[src/rtl/number_composer.sv]
// number_composer: rebuilds a WIDTH-bit value as quotient*divisor + remainder
// (divisor 3 or 4) by repeated addition under a four-state FSM. The result is
// reported with its parity, a remainder-range error and 8-bit overflow.
module number_composer #(
  parameter int WIDTH = 8
) (
  input  logic             clk,
  input  logic             rst,
  input  logic             start,
  input  logic [WIDTH-1:0] quotient,
  input  logic [2:0]       remainder,
  input  logic             divisor_sel,
  output logic             busy,
  output logic             done,
  output logic [WIDTH-1:0] number,
  output logic             odd,
  output logic             overflow,
  output logic             rem_err
);

  typedef enum logic [1:0] {
    IDLE   = 2'd0,
    CHECK  = 2'd1,
    ACCUM  = 2'd2,
    FINISH = 2'd3
  } state_t;

  state_t state_q, state_d;

  // acc is two bits wider than the result so 255*4+3 never wraps internally.
  logic [WIDTH+1:0] acc_q, acc_d;
  logic [WIDTH-1:0] cnt_q, cnt_d;
  logic [2:0]       div_q, div_d;
  logic [2:0]       rem_q, rem_d;
  logic             err_q, err_d;

  logic             busy_q, busy_d;
  logic             done_q, done_d;
  logic [WIDTH-1:0] number_q, number_d;
  logic             odd_q, odd_d;
  logic             overflow_q, overflow_d;
  logic             rem_err_q, rem_err_d;

  // Next-state and datapath: every register holds unless its state updates it.
  always_comb begin
    state_d    = state_q;
    acc_d      = acc_q;
    cnt_d      = cnt_q;
    div_d      = div_q;
    rem_d      = rem_q;
    err_d      = err_q;
    busy_d     = busy_q;
    done_d     = 1'b0;
    number_d   = number_q;
    odd_d      = odd_q;
    overflow_d = overflow_q;
    rem_err_d  = rem_err_q;

    case (state_q)
      IDLE: begin
        if (start) begin
          cnt_d   = quotient;
          rem_d   = remainder;
          div_d   = divisor_sel ? 3'd4 : 3'd3;
          busy_d  = 1'b1;
          state_d = CHECK;
        end
      end
      CHECK: begin
        if (rem_q >= div_q) begin
          err_d   = 1'b1;
          acc_d   = '0;
          state_d = FINISH;
        end else begin
          err_d   = 1'b0;
          acc_d   = {{(WIDTH-1){1'b0}}, rem_q};
          state_d = ACCUM;
        end
      end
      ACCUM: begin
        if (cnt_q != '0) begin
          acc_d = acc_q + {{(WIDTH-1){1'b0}}, div_q};
          cnt_d = cnt_q - {{(WIDTH-1){1'b0}}, 1'b1};
        end else begin
          state_d = FINISH;
        end
      end
      FINISH: begin
        number_d   = acc_q[WIDTH-1:0];
        odd_d      = acc_q[0];
        overflow_d = (acc_q[WIDTH+1:WIDTH] != 2'b00);
        rem_err_d  = err_q;
        done_d     = 1'b1;
        busy_d     = 1'b0;
        state_d    = IDLE;
      end
      default: begin
        busy_d  = 1'b0;
        state_d = IDLE;
      end
    endcase
  end

  // State and output registers; reset aborts any operation without a done pulse.
  always_ff @(posedge clk or negedge rst) begin
    if (!rst) begin
      state_q    <= IDLE;
      acc_q      <= '0;
      cnt_q      <= '0;
      div_q      <= '0;
      rem_q      <= '0;
      err_q      <= 1'b0;
      busy_q     <= 1'b0;
      done_q     <= 1'b0;
      number_q   <= '0;
      odd_q      <= 1'b0;
      overflow_q <= 1'b0;
      rem_err_q  <= 1'b0;
    end else begin
      state_q    <= state_d;
      acc_q      <= acc_d;
      cnt_q      <= cnt_d;
      div_q      <= div_d;
      rem_q      <= rem_d;
      err_q      <= err_d;
      busy_q     <= busy_d;
      done_q     <= done_d;
      number_q   <= number_d;
      odd_q      <= odd_d;
      overflow_q <= overflow_d;
      rem_err_q  <= rem_err_d;
    end
  end

  assign busy     = busy_q;
  assign done     = done_q;
  assign number   = number_q;
  assign odd      = odd_q;
  assign overflow = overflow_q;
  assign rem_err  = rem_err_q;

endmodule

[config.mk]
export PLATFORM = sky130hd
export DESIGN_NAME = number_composer
export DESIGN_NICKNAME = d
export VERILOG_FILES = /design/src/rtl/number_composer.sv
export SDC_FILE = /design/constraint.sdc
export NUM_CORES = 1
export LEC_CHECK = 0
export BUFFER_PORTS_ARGS = -buffer_cell sky130_fd_sc_hd__buf_2
export CELL_PAD_IN_SITES_DETAIL_PLACEMENT = 0
export CELL_PAD_IN_SITES_GLOBAL_PLACEMENT = 2
export CORE_MARGIN = 4
export CORE_UTILIZATION = 39
export DETAILED_ROUTE_END_ITERATION = 6
export GPL_ROUTABILITY_DRIVEN = 1
export PLACE_DENSITY = 0.81
export SLEW_MARGIN = 30
export SYNTH_ARGS = -nofsm -noshare
export SYNTH_HDL_FRONTEND = slang
export SYNTH_SLANG_ARGS = --single-unit
[constraint.sdc]
create_clock -name clk -period 3.8 [get_ports clk]
set_input_delay 0.76 -clock clk [delete_from_list [all_inputs] [get_ports clk]]
set_output_delay 0.76 -clock clk [all_outputs]
set_load 0.01 [all_outputs]
==> results.yml <==
yosys:
  ys_seq_area_frac: 0.461
  synth_compound_area_frac: 0.174
  ys_ff_latch: 38
  synthXorXnorAreaFrac: 0.00424
  yosys-top-cells-area: "dfrtp_1 (46%), mux2_2 (7.6%), ha_1 (7.3%)"
  netlist_area_um2: 2060
  syn_inst: 198
  synth-simple-area-share: 0.150
  synth_async_sr_flop_share: 1.00
  synthMuxAreaShare: 0.0958
  syn_nets: 226
  synth_edf_count: 0
  yosysTopAreaCell: "dfrtp_1"
  synth_top_family_by_area: "compound AO/OA/AOI/OAI gates"
  synth.top_cell.area_share: 0.461
  yosys_warnings: 0
  synth-adder-area-share: 0.0824
  synth_cell_type_count: 44
  avgSynthCellArea_um2: 10.4
  yosys_most_used_dff: "dfrtp_1"
place:
  pre_cts_ws_ns: 1.45
  dp_cells: 288
  gp_congestion: 0.803
  post_dp_cell_area_um2: 2260
  port_buffers: 27
  dp_hpwl_um: 3090
cts:
  post-cts-setup-buffers: 0
  path_clk_slew_ns: 0.07
  clock_sinks: 38
  cts-hold-fix-buffers: 0
  cts_resized: 0
  insertion_delay_ns: 0.28
  cts_tree: "yes"
  cts_made_buffers: 5
  clk_root_buffer_cell: "clkbuf_8"
  cts_buffer_depth: 2
  ctsHtreeMaxLevel: 2
floorplanning:
  core_um2: 5110
  rows: 26
  io_pins: 28
  dieArea_um2: 6520
  die_h_um: 80.8
  die_x_um: 80.8
  start_util: 0.404
global_routing:
  grt_usage: 0.152
  grt_pass1_vias: 1683
  grt_max_degree: 39
  grt_first_pass_wirelength_um: 7730
  antenna_found_initial: 0
  grt.overflow.total: 0
power_and_ir_drop:
  powerDensity_nw_per_um2: 897
  power_frac_seq: 0.360
  p_int_mw: 1.19
  worst_ir_drop_vdd_mv: 0.352
  power.switching_uw: 913
  power.share.clock: 0.123
  p_sw_frac: 0.434
  p_comb_frac: 0.517
  p_leak_nw: 1.07
routing:
  drc: 0
  dr.first_iter.drc_count: 48
  via_count: 1589
  ant_nets: 0
  wl_per_cell_um: 14.7
  routed_wl_um: 4330
  via_per_inst: 5.39
  dr.pass1.iters: 4
sta:
  rsz0062_at_grt: "no"
  drv_slew: 0
  tightest_slew_ns: 0.690
  slew-limit-headroom: 0.539
  fin_setup_tns_ns: 0
  hold_viol_final: 0
  post-route-min-period_ns: 2.20
  worst_clock_skew_ns: 0.00781
  max_freq_ghz: 0.455
  setup_violations: 0
  period_share: 0.578
  setup_ws_ns: 1.60
setup_path:
  cpMaxStageDelayCell: "a31oi_2"
  start_kind: "flip-flop"
  worstSetupPathType: "reg -> reg"
  slowest_delay_ns: 0.57
  path_cells: "inv_1, ha_1, buf_4, nor2_1, a31oi_2, a31oi_1, a41o_1"
  worstPathMaxFanout: 32
  cp_data_arrival_time_ns: 2.37
  cp_data_required_time_ns: 3.97
  crit_path_end_kind: "flip-flop"
cells_and_area:
  stdcell_count: 295
  area_growth_pct: 13.6
  drive_gt1_frac: 0.240
  final_net_count: 253
  antenna_cells: 0
  fin_area_um2: 2350
status:
  status: "finished, final reports clean"
run:
  drv_cap: 0
hold_path:
  hold_path.class: "in -> async"
[path summary, 6_finish.rpt]
kind | depth (start not counted) | endpoint | slack [ns] | start
max in group asynchronous | 1 | cnt_q[3] | 3.01 | rst
hold / removal | 1 | overflow | 0.44 | rst
setup reg to reg | 7 | acc_q[9] | 1.60 | state_q[0]
hold reg to reg | 1 | number[7] | 0.50 | number[7]
min in group clk | 1 | number[7] | 0.50 | number[7]
setup / recovery | 7 | acc_q[9] | 1.60 | state_q[0]
[cells by family (layout without fill, tap and decap cells)]
kind of cell | after synthesis | in the layout
multiplexers | 18 | 18
XOR/XNOR | 1 | 1
AND/OR/NAND/NOR | 59 | 59
AO/OA/AOI/OAI | 53 | 53
flip-flops | 38 | 38
buffers and inverters | 16 | 43
adder cells (fa/ha/maj) | 13 | 13
[area by class of cell]
type,instances,area (um^2)
clock buffer,7,76.3
fill,516,2760
inverter,8,30.0
multi-input combinational,144,1060
sequential,38,951
tap,70,87.6
timing repair buffer,28,145
[power groups by stage]
stage	sequential (mW)	clock (mW)	combinational, mW
final	0.757	0.259	1.09
after global routing	0.794	0.291	1.24
after CTS	0.760	0.272	1.10
after detailed placement	0.767	0	1.09
after global placement	0.757	0	1.05
after floorplan	0.750	0	0.821
[layer usage]
layer | GRT usage | wire [um]
met3 | 0.0399 | 177
met5 | 0 | 0
met1 | 0.199 | 2060
met4 | 0.0507 | 34
met2 | 0.243 | 2060
[placed cells by master, fill, tap and decap left out, types with 5 or more instances in the layout]
master / count
a21oi_1: 15
a31oi_1: 9
buf_2: 26
clkbuf_8: 5
dfrtp_1: 38
ha_1: 12
inv_1: 8
mux2_2: 14
nand2_1: 19
nand2b_1: 5
nand3_1: 5
nor2_1: 12
o21ai_0: 8
[stage by stage]
stage          power [mW]   util  hold slack (ns)
2_1_floorplan        1.57      -            0.461
3_3_place_gp         1.81  0.442            0.483
3_5_place_dp         1.86  0.443            0.491
4_1_cts              2.13  0.458            0.507
5_1_grt              2.33  0.459            0.473
6_report             2.10  0.459            0.444
[worst max-delay path, delay by kind of cell, from the launching register on]
kind	cells	cell delay, ns
AOI/OAI and AO/OA	3	0.97
adders and majority gates	1	0.17
buffers and inverters	2	0.44
DFF	1	0.40
and+or+nand+nor	1	0.10
[state kept, by name (all words and copies together), names as in the netlist]
signal and count:
rem_err 1, overflow 1, err_q 1, rem_q 3, number 8, acc_q 10, state_q 2, div_q 2
busy 1, done 1, cnt_q 8
[cells in the mapped netlist (3+ instances only)]
cell and instances:
dfrtp_1 38, nand2_1 19, a21oi_1 15, mux2_2 14, ha_1 12, nor2_1 12, a31oi_1 10, inv_1 8
o21ai_0 8, nand2b_1 5, nand3_1 5, mux2i_1 4, o22ai_1 4, buf_2 3, nand3b_1 3, nor3_1 3
Power figures use the tool's default switching activity.
